==> config.mk <==
export PLATFORM = sky130hd
export DESIGN_NAME = mem_access_unit
export DESIGN_NICKNAME = d
export VERILOG_FILES = /design/src/rtl/mem_pkg.sv /design/src/rtl/mem_access_unit_load_align.sv /design/src/rtl/mem_access_unit.sv
export SDC_FILE = /design/constraint.sdc
export NUM_CORES = 1
export LEC_CHECK = 0
export CAP_MARGIN = 20
export CORE_MARGIN = 2
export CORE_UTILIZATION = 40
export DETAILED_ROUTE_END_ITERATION = 8
export GPL_TIMING_DRIVEN = 0
export PLACE_DENSITY = 0.74
export SLEW_MARGIN = 15
export SYNTH_ARGS = -nofsm -noshare
export SYNTH_HDL_FRONTEND = slang
export SYNTH_SLANG_ARGS = --single-unit
==> constraint.sdc <==
create_clock -name clk -period 5.1 [get_ports clk]
set_clock_uncertainty 0.2 [all_clocks]
set_input_delay 1.275 -clock clk [delete_from_list [all_inputs] [get_ports clk]]
set_output_delay 1.275 -clock clk [all_outputs]
set_load 0.01 [all_outputs]
==> src/rtl/mem_pkg.sv <==
// Shared types and decode helpers for the MEM-stage data-memory access engine.
package mem_pkg;

  localparam int unsigned XLEN = 32;
  localparam int unsigned BE_W = XLEN / 8;

  localparam logic [2:0] F3_B  = 3'b000;
  localparam logic [2:0] F3_H  = 3'b001;
  localparam logic [2:0] F3_W  = 3'b010;
  localparam logic [2:0] F3_BU = 3'b100;
  localparam logic [2:0] F3_HU = 3'b101;

  typedef enum logic [1:0] {
    ST_IDLE = 2'd0,
    ST_REQ  = 2'd1,
    ST_DONE = 2'd2
  } mem_state_t;

  typedef enum logic [1:0] {
    SZ_B = 2'd0,
    SZ_H = 2'd1,
    SZ_W = 2'd2
  } mem_size_t;

  // Registered data-bus request payload, held stable while the transfer is outstanding.
  typedef struct packed {
    logic            we;
    logic [XLEN-1:0] addr;
    logic [BE_W-1:0] be;
    logic [XLEN-1:0] wdata;
  } dbus_req_t;

  // Access width; anything not a defined b/h encoding for the operation is a word.
  function automatic mem_size_t access_size(input logic [2:0] f3, input logic is_store);
    mem_size_t sz;
    sz = SZ_W;
    if (is_store) begin
      if (f3 == F3_B)      sz = SZ_B;
      else if (f3 == F3_H) sz = SZ_H;
    end else begin
      case (f3)
        F3_B, F3_BU: sz = SZ_B;
        F3_H, F3_HU: sz = SZ_H;
        default:     sz = SZ_W;
      endcase
    end
    return sz;
  endfunction

  // Halfwords need an even address, words a multiple of four.
  function automatic logic is_misaligned(input mem_size_t sz, input logic [1:0] off);
    logic mis;
    mis = 1'b0;
    case (sz)
      SZ_H:    mis = off[0];
      SZ_W:    mis = (off != 2'b00);
      default: mis = 1'b0;
    endcase
    return mis;
  endfunction

endpackage

==> src/rtl/mem_access_unit_load_align.sv <==
// Selects the addressed byte/half from a bus read word and sign/zero extends it.
module load_align
  import mem_pkg::*;
(
  input  logic [XLEN-1:0] rdata,
  input  logic [1:0]      off,
  input  logic [2:0]      funct3,
  output logic [XLEN-1:0] data_c
);

  logic [7:0]  byte_c;
  logic [15:0] half_c;

  // Lane select followed by extension chosen by funct3.
  always_comb begin
    byte_c = rdata[{off, 3'b000} +: 8];
    half_c = off[1] ? rdata[31:16] : rdata[15:0];
    data_c = rdata;
    case (funct3)
      F3_B:    data_c = {{24{byte_c[7]}}, byte_c};
      F3_BU:   data_c = {24'h00_0000, byte_c};
      F3_H:    data_c = {{16{half_c[15]}}, half_c};
      F3_HU:   data_c = {16'h0000, half_c};
      default: data_c = rdata;
    endcase
  end

endmodule

==> src/rtl/mem_access_unit.sv <==
// MEM-stage data-memory access engine: turns RV32 loads/stores into a req/ack word
// transfer, stalls the pipeline until completion and returns the extended load data.
module mem_access_unit
  import mem_pkg::*;
#(
  parameter int unsigned TIMEOUT  = 255,
  parameter logic [31:0] ERR_DATA = 32'hDEAD_BEEF
) (
  input  logic        clk,
  input  logic        rst,
  input  logic        mem_mem_read,
  input  logic        mem_mem_write,
  input  logic [2:0]  mem_funct3,
  input  logic [31:0] mem_alu_result,
  input  logic [31:0] mem_write_data,
  output logic [31:0] mem_read_result,
  output logic        mem_stall,
  output logic        misalign,
  output logic        bus_error,
  output logic        dbus_req,
  output logic        dbus_we,
  output logic [31:0] dbus_addr,
  output logic [3:0]  dbus_be,
  output logic [31:0] dbus_wdata,
  input  logic        dbus_ack,
  input  logic [31:0] dbus_rdata
);

  localparam int unsigned CNT_W = (TIMEOUT == 0) ? 1 : $clog2(TIMEOUT + 1);

  mem_state_t       state_q, state_d;
  logic [CNT_W-1:0] cnt_q, cnt_d;
  logic             req_q, req_d;
  dbus_req_t        bus_q, bus_d;
  logic [1:0]       off_q, off_d;
  logic [2:0]       f3_q, f3_d;
  logic [31:0]      rres_q, rres_d;
  logic             misalign_q, misalign_d;
  logic             bus_error_q, bus_error_d;

  logic             mem_stall_c;
  logic             access_c;
  logic             is_store_c;
  mem_size_t        size_c;
  logic             misaligned_c;
  logic [3:0]       be_c;
  logic [31:0]      wdata_c;
  logic             timeout_c;
  logic [31:0]      load_word_c;

  load_align u_load_align (
    .rdata  (dbus_rdata),
    .off    (off_q),
    .funct3 (f3_q),
    .data_c (load_word_c)
  );

  // Decode the incoming request: store wins over load, byte enables and lane replication.
  always_comb begin
    access_c     = mem_mem_read | mem_mem_write;
    is_store_c   = mem_mem_write;
    size_c       = access_size(mem_funct3, is_store_c);
    misaligned_c = is_misaligned(size_c, mem_alu_result[1:0]);
    be_c         = 4'b1111;
    wdata_c      = '0;
    if (is_store_c) begin
      case (size_c)
        SZ_B: begin
          be_c    = 4'b0001 << mem_alu_result[1:0];
          wdata_c = {4{mem_write_data[7:0]}};
        end
        SZ_H: begin
          be_c    = mem_alu_result[1] ? 4'b1100 : 4'b0011;
          wdata_c = {2{mem_write_data[15:0]}};
        end
        default: begin
          be_c    = 4'b1111;
          wdata_c = mem_write_data;
        end
      endcase
    end
  end

  // Timeout fires only when enabled and the wait counter has reached the limit.
  always_comb begin
    timeout_c = (TIMEOUT != 0) && (cnt_q == CNT_W'(TIMEOUT));
  end

  // Next-state and registered-output logic for IDLE -> REQ -> DONE -> IDLE.
  always_comb begin
    state_d     = state_q;
    cnt_d       = cnt_q;
    req_d       = req_q;
    bus_d       = bus_q;
    off_d       = off_q;
    f3_d        = f3_q;
    rres_d      = rres_q;
    misalign_d  = 1'b0;
    bus_error_d = 1'b0;
    mem_stall_c = 1'b0;

    case (state_q)
      ST_IDLE: begin
        cnt_d = '0;
        if (access_c) begin
          if (misaligned_c) begin
            misalign_d = 1'b1;
          end else begin
            mem_stall_c = 1'b1;
            state_d     = ST_REQ;
            req_d       = 1'b1;
            bus_d.we    = is_store_c;
            bus_d.addr  = {mem_alu_result[31:2], 2'b00};
            bus_d.be    = be_c;
            bus_d.wdata = wdata_c;
            off_d       = mem_alu_result[1:0];
            f3_d        = mem_funct3;
          end
        end
      end

      ST_REQ: begin
        mem_stall_c = 1'b1;
        cnt_d       = cnt_q + CNT_W'(1);
        if (dbus_ack) begin
          state_d = ST_DONE;
          req_d   = 1'b0;
          if (!bus_q.we) rres_d = load_word_c;
        end else if (timeout_c) begin
          state_d     = ST_DONE;
          req_d       = 1'b0;
          bus_error_d = 1'b1;
          if (!bus_q.we) rres_d = ERR_DATA;
        end
      end

      ST_DONE: begin
        cnt_d   = '0;
        state_d = ST_IDLE;
      end

      default: begin
        cnt_d   = '0;
        req_d   = 1'b0;
        state_d = ST_IDLE;
      end
    endcase
  end

  // State and registered outputs; reset abandons any transfer in flight.
  always_ff @(posedge clk or posedge rst) begin
    if (rst) begin
      state_q     <= ST_IDLE;
      cnt_q       <= '0;
      req_q       <= 1'b0;
      bus_q       <= '0;
      off_q       <= 2'b00;
      f3_q        <= 3'b000;
      rres_q      <= '0;
      misalign_q  <= 1'b0;
      bus_error_q <= 1'b0;
    end else begin
      state_q     <= state_d;
      cnt_q       <= cnt_d;
      req_q       <= req_d;
      bus_q       <= bus_d;
      off_q       <= off_d;
      f3_q        <= f3_d;
      rres_q      <= rres_d;
      misalign_q  <= misalign_d;
      bus_error_q <= bus_error_d;
    end
  end

  // Stall is combinational so the issuing cycle already holds the pipeline; forced low in reset.
  assign mem_stall       = mem_stall_c & ~rst;
  assign mem_read_result = rres_q;
  assign misalign        = misalign_q;
  assign bus_error       = bus_error_q;
  assign dbus_req        = req_q;
  assign dbus_we         = bus_q.we;
  assign dbus_addr       = bus_q.addr;
  assign dbus_be         = bus_q.be;
  assign dbus_wdata      = bus_q.wdata;

endmodule

**Word level (Yosys, flattened, before mapping)**

Cells that the tools add are included.

- Output and inout port bits: 105
- Word-level logic and storage cells: 83
- Register bits: 117

- $add $sub $neg: 1
- Muxes and demuxes: 36
- Reductions and logical operators: 12
- Shift operators: 2
- Equality and inequality tests: 14
- Bitwise logic cells: 6

Operators with widths:

| cell | count |
|---|---|
| 32-bit 2-to-1 mux | 5 |
| 32-bit one-hot mux with 4 select lines | 1 |
| 32-bit one-hot mux with 2 select lines | 1 |
| 32-bit by 6-bit variable part select with 8-bit output | 1 |
| 16-bit 2-to-1 mux | 1 |
| 2-bit 2-to-1 mux | 7 |
| 3-bit == test, second input constant | 4 |
| 1-bit 2-to-1 mux | 12 |
| 3-bit AND reduction | 3 |
| 8-bit by 1-bit adder with 8-bit output, second input constant | 1 |
| 8-bit == test, second input constant | 1 |
| 4-bit 2-to-1 mux | 2 |
| 8-bit 2-to-1 mux | 1 |
| 2-bit one-hot mux with 2 select lines | 2 |
| 4-bit one-hot mux with 2 select lines | 1 |
| 3-bit by 1-bit == test with 1-bit output, second input constant | 2 |
| 3-bit zero test | 2 |
| 2-bit by 1-bit == test with 1-bit output, second input constant | 2 |
| 2-bit == test, second input constant | 2 |
| 2-bit zero test | 2 |
| 2-bit != test, second input constant | 2 |
| 1-bit inverter | 4 |
| 1-bit one-hot mux with 2 select lines | 2 |
| 4-bit AND reduction | 1 |
| 7 further kinds | 9 |

**Logic depth before layout (Yosys ltp)**

Gate-level depths: netlist of the first run.

- Word-level depth: 10
- Mapped depth: 10
- Depth with buffers taken out: 8

**Modules after synthesis**

Synthesis of the first run repeated with hierarchy kept, for this count alone.

- Cells, all modules: 444
- Area, all modules: 5,579.1 um^2

Modules (own cells, without submodules):

| module | area an instance (um^2) | cells each | seq. area each (um^2) | instances |
|---|---|---|---|---|
| mem_access_unit | 4,733.3 | 348 | 2,927.8 | 1 |
| load_align | 845.8 | 96 | 0.0 | 1 |

**Worst setup path after synthesis of the first run**

OpenSTA, ideal clock, no wires.

- Path kind: in2out
- Start point: input mem_funct3[2]
- End point: output mem_stall
- Path buffers: 0
- Required time: 3.625 ns
- Data arrival time: 2.420 ns
- Stages on the path: 7
- Path slack: 1.205 ns
- Cells stage by stage: a21oi_1 -> nand2_1 -> ha_1 -> o21ai_0 -> a21o_1 -> a21oi_1 -> nor3_1

- Longest elaborated chain between the ends: 10

Ends and longest elaborated chain:

| item | line | text |
|---|---|---|
| start, declared | mem_access_unit.sv:13 | `input logic [2:0] mem_funct3,` |
| 3-bit by 1-bit == test with 1-bit output (tied with other cells) | mem_pkg.sv:39, mem_pkg.sv:41 |  |
| 2-bit OR reduction / 2-bit 2-to-1 mux (equally long branches) | mem_pkg.sv:41, mem_pkg.sv:39 |  |
| 2-bit one-hot mux with 2 select lines / 2-bit 2-to-1 mux (equally long branches) | mem_pkg.sv:41, mem_pkg.sv:38 |  |
| 2-bit 2-to-1 mux * | mem_pkg.sv:37 | `if (is_store) begin` |
| 2-bit == test / 2-bit by 1-bit == test with 1-bit output (equally long branches) | mem_pkg.sv:54 | `case (sz)` |
| 1-bit one-hot mux with 2 select lines * | mem_pkg.sv:54 |  |
| 1-bit 2-to-1 mux * | mem_access_unit.sv:106 | `if (misaligned_c) begin` |
| 1-bit 2-to-1 mux * | mem_access_unit.sv:105 | `if (access_c) begin` |
| 1-bit one-hot mux with 2 select lines * | mem_access_unit.sv:102 | `case (state_q)` |
| 1-bit bitwise AND * | mem_access_unit.sv:176 | `assign mem_stall = mem_stall_c & ~rst;` |
| end, declared | mem_access_unit.sv:17 | `output logic mem_stall,` |

Mark *: on every way between the ends. The rest lies on a longest branch, timed or not.

**Final worst setup path of the first run**

- Start point: input mem_mem_write
- End point: output mem_stall

- Longest elaborated chain between the ends: 7

Ends and longest elaborated chain:

| item | line | text |
|---|---|---|
| start, declared | mem_access_unit.sv:12 | `input logic mem_mem_write,` |
| 2-bit 2-to-1 mux | mem_pkg.sv:37 |  |
| 2-bit == test / 2-bit by 1-bit == test with 1-bit output (equally long branches) | mem_pkg.sv:54 |  |
| 1-bit one-hot mux with 2 select lines | mem_pkg.sv:54 |  |
| 1-bit 2-to-1 mux | mem_access_unit.sv:106 |  |
| 1-bit 2-to-1 mux * | mem_access_unit.sv:105 |  |
| 1-bit one-hot mux with 2 select lines * | mem_access_unit.sv:102 |  |
| 1-bit bitwise AND * | mem_access_unit.sv:176 |  |

Marked as above.

==> key figures, run 1 <==
Outcome
  • Status: finished, final reports clean

Floorplanning
  • Row count: 42
  • Initial core utilization: around two fifths
  • Ports: approximately 210
  • Die height: 120 um
  • Die Wd: 120 um
  • Die Area: between 10000 and 15000 um^2
  • Core Area: between 10000 and 15000 um^2

Pwr
  • Ratio of total power to cell area: just under 600 nW/um^2
  • Worst IR Drop VDD: between 0.3 and 0.4 mV
  • Total power: ~4.8 mW
  • Pleak: about 3.5 nW

Place
  • Gp weighted congestion: approximately 0.88
  • DPL Wire Length: roughly 12000 um
  • Cell count after placement: between 800 and 900
  • Port bufs: slightly above 200
  • Place WS: -0.126 ns

Global route
  • Tot GR Track Use: ~23%
  • GRT overflow: 0
  • First-pass GRT wire length: 25600 um
  • Vias in the first global route: between 4000 and 5000
  • Initial antenna violation count: 0
  • Met1 Use GR: between 20 and 30%
  • Grt peak-use layer: met2
  • Met2 Usage GRT: 35.7%
  • Largest net degree at the start of global routing: between 60 and 70
  • M3 GR Usage: just under 8%

Clock network
  • Hold Buf Count CTS: 0
  • Clock transition at path regs: 0.05 ns
  • H-tree Lvls: 4
  • Total CTS buffers: 17
  • Bufs on Longest Clock Path: 2
  • Clock root buffer: clkbuf_16
  • Clock sink count: around 120
  • Worst-Skew Late Latency: approximately 0.41 ns
  • CTS tree: built

STA
  • Max Freq: between 0.2 and 0.25 GHz
  • PnR worst setup slack: around 0.50 ns
  • Final Cycle Share: around nine tenths
  • Final setup fails: 0
  • Pins over their slew limit: 0
  • RSZ-0062 raised after global routing: false
  • Worst Tran Pin Value: 0.581 ns
  • Tmin final: approximately 4.6 ns
  • Final hold violation count: 0
  • Worst slew margin: between 60% and 70%

Logic synthesis
  • Netlist cell types: 50
  • Ys async rst share: 100%
  • Flops & latches, synth: about 120
  • Cell taking the most area after synthesis: dfrtp_1
  • Post-synth EDFFs: 0
  • Post-synthesis cell area: ~5400 um^2
  • Post-synth top cells: dfrtp_1 (117), a21oi_1 (39), mux2_2 (31), nand2_1 (26), o2bb2ai_1 (24)
  • Yosys warnings: 0
  • Post-synthesis sequential area ratio: 54.5%
  • Ranking of synthesized cells by area: dfrtp_1 (54%), mux2_2 (6.5%), o2bb2ai_1 (3.9%)
  • Syn Inst Count: 460
  • Synth top area share: 54.5%
  • Top_reg_cell synth: dfrtp_1
  • Syn avg cell area: about 12 um^2
  • Most common cell in the synthesized netlist: dfrtp_1

Route
  • Vias: approximately 4700
  • # DRC: 0
  • DRT Pass-1 Iters: 4
  • WL/cell: 18.3 um
  • Vias per cell: roughly 5.4
  • Remaining antenna violation count: 0
  • Iteration-0 DRC Markers: 350
  • Routed Wire Length: approximately 16000 um

Critical path
  • Worst r2r src: state_q[1]
  • CP startpoint: mem_mem_write
  • Reg-to-reg endpoint: mem_read_result[25]
  • Worst R2R Path Depth: 5
  • Crit path launch type: input pin
  • FF-to-FF setup slack: 2.82 ns
  • Worst-path fanout max: 6
  • Setup Crit Path Kind: input pin to output port
  • WP data required: roughly 3.6 ns
  • Critical path destination: mem_stall
  • Crit. End Element: output port
  • CP arrival: around 3.1 ns

Layout
  • Diodes inserted: 0
  • Final cell count without fillers: just under 900
  • Final nets: a little under 800
  • Synthesis-to-layout area growth: 53.3%
  • Layout cells sized above 1: between 10% and 20%

Flow run
  • Max Cap Violations: 0

Hold path
  • Worst hold-check path type: flip-flop to flip-flop
-- logic make-up (layout without fill, tap and decap cells) --
group	after synthesis	after routing	synth area share, %
and+or+nand+nor	91	91	8.64
xor gates and xnor gates	6	6	0.978
muxes	58	58	11.8
other	1	2	0.0698
buffers and inverters	43	280	3.68
DFF	117	117	54.5
AOI/OAI and AO/OA	140	140	19.4
adders and majority gates	4	4	0.932
-- cell usage in the layout (no fill, tap or decap), types with 8 or more instances in the layout --
master and n:
nand2b_1 14, dfrtp_1 117, clkbuf_16 17, inv_1 8, a22o_1 23, a2bb2oi_1 14, o2bb2ai_1 24, mux2i_1 17
buf_2 8, clkbuf_1 27, mux2_2 31, clkdlybuf4s50_1 204, mux2_1 10, nand2_1 26, a21oi_1 38, nor2_1 20
-- layer usage --
metal / routed length, um / vias to the layer above
met1: 6810 / 2285
met4: 439 / 0
li1: - / 2165
met2: 7400 / 207
met3: 1320 / 30
met5: 0 / -
-- sequential cells by signal, summed over array words and instances, names as in the netlist, 2 cells and up --
name / flops
dbus_wdata: 32
cnt_q: 8
off_q: 2
f3_q: 3
mem_read_result: 32
state_q: 2
dbus_be: 4
dbus_addr: 30
-- how the worst min path moves through the flow --
stage | cells past startpoint | startpoint | end | slack [ns]
after global routing | 1 | dbus_wdata[28] | dbus_wdata[28] | 0.30
after global placement | 1 | dbus_req | dbus_req | 0.26
after CTS | 1 | dbus_req | dbus_req | 0.28
final | 1 | dbus_req | dbus_req | 0.27
after floorplan | 1 | cnt_q[0] | cnt_q[0] | 0.28
after detailed placement | 1 | dbus_req | dbus_req | 0.27
-- metrics by stage --
step | instance area (um^2) | hold WS (ns) | util [%] | TNS, ns
after CTS | 8220 | 0.278 | 62.4 | 0
final | 8230 | 0.273 | 62.4 | 0
after global routing | 8230 | 0.301 | 62.4 | 0
after detailed placement | 7680 | 0.268 | 58.2 | -0.126
after global placement | 7650 | 0.261 | 58.0 | -132.95
after floorplan | 5380 | 0.276 | - | 0
-- area by class of cell --
type / instances / area, um^2
Clock buffer: 28 / 517
Timing Repair Buffer: 206 / 2080
Buffer: 34 / 164
Inverter: 9 / 38.8
Fill cell: 1039 / 4960
Clock inverter: 3 / 17.5
Tap cell: 176 / 220
Sequential cell: 117 / 2930
Multi-Input combinational cell: 301 / 2270
-- worst max-delay path, cell delays in order --
cell	delay (ns)
clkdlybuf4s50_1	0.58
a21oi_4	0.10
nand2_1	0.12
inv_1	0.05
ha_1	0.23
nand2_1	0.07
a21o_1	0.21
a21oi_1	0.10
nor3_2	0.16
dlymetal6s2s_1	0.22
-- power breakdown --
part           switching, mW  leakage, nW  total, mW  internal (mW)
Clock                  0.387        0.260       1.07          0.680
Sequential             0.241         1.42       1.58           1.34
Combinational          0.971         1.78       2.19           1.22
Total                   1.60         3.46       4.83           3.23
-- timing repair --
item,CTS,global route
gates resized for setup,2,2
pin swaps,0,0
setup buffers,0,0
endpoints found under the setup margin,1,1
Power figures use the tool's default switching activity.
==> run 2, diff against run 1 <==
SLEW_MARGIN = default   (was 15)
==> results of run 2 <==
No change in the layout: final DEF, timing and power equal those of run 1.
==> run 3, diff against run 2 <==
CORE_MARGIN = 3   (was 2)
==> run 3 against run 2 <==
Global-route usage fell by 0.60 points. Core utilization rose by 1.7 points. Design area rose by 0.29%. Highest routed layer unchanged. Largest power group unchanged. Critical path type unchanged. Register-to-register slack improved by 0.06 ns. Worst setup slack improved by 0.066 ns. Critical endpoint unchanged.
==> key figures, run 3 (same netlist as run 1, synthesis figures left out) <==
Pwr
  • Ratio of total power to cell area: approximately 600 nW/um^2
  • Clock share of power: between 20% and 30%
  • Worst IR Drop VDD: around 0.31 mV
  • Sw Share: about 33%
  • Sw power: 1.62 mW
  • Comb power frac: between 40% and 50%
  • P_int: 3.31 mW
  • Total power: a little under 5 mW
  • Pleak: about 3.5 nW
  • Reg power frac: 32.2%

Layout
  • Post-route cell area: a little over 8000 um^2
  • Layout cells sized above 1: between 10% and 20%
  • Leading cell types in the layout, fill and taps excluded: clkdlybuf4s50_1 (204), dfrtp_1 (117), a21oi_1 (38)
  • Commonest non-fill, non-tap cell in the layout: clkdlybuf4s50_1
  • Fillers: between 1000 and 1500
  • Final nets: slightly below 800
  • Synthesis-to-layout area growth: 53.7%

Clock network
  • Clock sink count: about 120
  • CTS tree: built
  • Total CTS buffers: 17
  • Clock transition at path regs: ~0.050 ns
  • Worst-Skew Late Latency: around 0.40 ns
  • H-tree Lvls: 4
  • Clock root buffer: clkbuf_16
  • Bufs on Longest Clock Path: 2

Global route
  • GRT overflow: 0
  • Largest net degree at the start of global routing: 87
  • First-pass GRT wire length: 25800 um
  • Vias in the first global route: about 5000
  • Initial antenna violation count: 0
  • Tot GR Track Use: around 22%

STA
  • Final Cycle Share: 88.9%
  • Hold slack final: roughly 0.28 ns
  • TNS Setup: 0 ns
  • Worst slew margin: 58.7%
  • Final setup fails: 0
  • Max Freq: roughly 0.22 GHz
  • Tmin final: around 4.5 ns
  • Pins over their slew limit: 0
  • Worst Tran Pin Value: between 0.6 and 0.7 ns
  • RSZ-0062 raised after global routing: false
  • Final hold violation count: 0

Route
  • # DRC: 0
  • Routed Wire Length: between 15000 and 20000 um
  • Iteration-0 DRC Markers: 369
  • WL/cell: approximately 19 um
  • Remaining antenna violation count: 0
  • DRT Pass-1 Iters: 5
  • Vias: 4771
  • Vias per cell: approximately 5.5

Critical path
  • FF-to-FF setup slack: roughly 2.9 ns
  • Worst-path fanout max: 6
  • Worst r2r src: state_q[1]
  • Worst R2R Path Depth: 5
  • CP arrival: between 3 and 4 ns
  • Crit. End Element: output port
  • Reg-to-reg endpoint: mem_read_result[31]
  • Setup Crit Path Kind: input pin to output port
  • WP data required: 3.62 ns
  • Crit path launch type: input pin

Place
  • DPL Wire Length: 12300 um
  • Port bufs: between 200 and 250
  • Placed Instance Area: 7680 um^2
  • Gp weighted congestion: 0.923

Hold path
  • Worst hold-check path type: flip-flop to flip-flop
  • Worst Hold End: dbus_addr[5]
  • Hold depth: 1
  • HP Start: dbus_addr[5]

Floorplanning
  • Initial core utilization: between 40% and 50%
  • Die Wd: 122 um
  • Die Area: ~15000 um^2
  • Die height: between 100 and 150 um
  • Core Area: roughly 13000 um^2
  • Row count: 41
  • Ports: ~210

Flow run
  • Max Cap Violations: 0

Outcome
  • Status: finished, final reports clean
-- run 3: cell count changes in the layout (fill, tap and decap cells not counted), sizes merged --
cell | previous run | this run
diode | 0 | 1
clkbuf | 49 | 48
clkinvlp | 1 | 0
bufinv | 0 | 1
-- run 3: cell type report --
cell class / instances / area, um^2 / area share, %
antenna: 1 / 2.50 / 0.0303
buffer: 34 / 164 / 1.98
clock buffer: 27 / 533 / 6.45
clock inverter: 3 / 40.0 / 0.485
inverter: 9 / 38.8 / 0.470
multi-input combinational: 301 / 2250 / 27.3
sequential: 117 / 2930 / 35.5
tap: 172 / 215 / 2.61
timing repair buffer: 206 / 2080 / 25.2
-- run 3: worst max path at each step --
stage                       start            end  slack (ns)  cells past startpoint
floorplan                     rst      bus_error        0.52                      1
global placement              rst  dbus_addr[16]       -1.18                      2
global route        mem_mem_write      mem_stall        0.37                      9
CTS                 mem_mem_write      mem_stall        0.14                      9
finish              mem_mem_write      mem_stall        0.57                      9
detailed placement  mem_mem_write      mem_stall        0.15                      9
-- run 3: routing by layer --
layer  share of wire (%)  up-vias  GRT usage, %
li1                    -     2161             -
met2                  47      241          35.5
met5                   0        -             0
met4                 2.3        0          9.17
met1                  41     2337          27.7
met3                 9.9       32          7.85
-- run 3: power by group through the flow --
stage | Sequential [mW] | Combinational (mW) | Clock [mW]
after floorplan | 1.73 | 0.932 | 0
after global placement | 1.57 | 2.16 | 0
after detailed placement | 1.59 | 2.21 | 0
after CTS | 1.58 | 2.22 | 1.16
after global routing | 1.63 | 2.37 | 1.21
final | 1.59 | 2.20 | 1.14
-- run 3: worst max-delay path, stage by stage --
cell	delay (ns)
clkdlybuf4s50_1	0.46
a21oi_2	0.22
nand2_1	0.12
ha_1	0.21
o21ai_0	0.07
a21o_1	0.22
a21oi_1	0.09
nor3_1	0.15
dlymetal6s2s_1	0.24
-- run 3: repair_timing --
item | CTS | global route
setup endpoints to repair | 0 | 1
hold endpoints to repair | 0 | 0
gates resized for setup | 0 | 2
buffers inserted | 0 | 0
hold buffers | 0 | 0
-- run 3: metrics by stage --
stage	std cells	setup slack [ns]	utilization, %
global route	869	0.366	64.1
floorplan	461	0.524	-
CTS	869	0.144	64.1
finish	870	0.566	64.1
detailed placement	839	0.145	59.6
global placement	838	-1.18	59.4
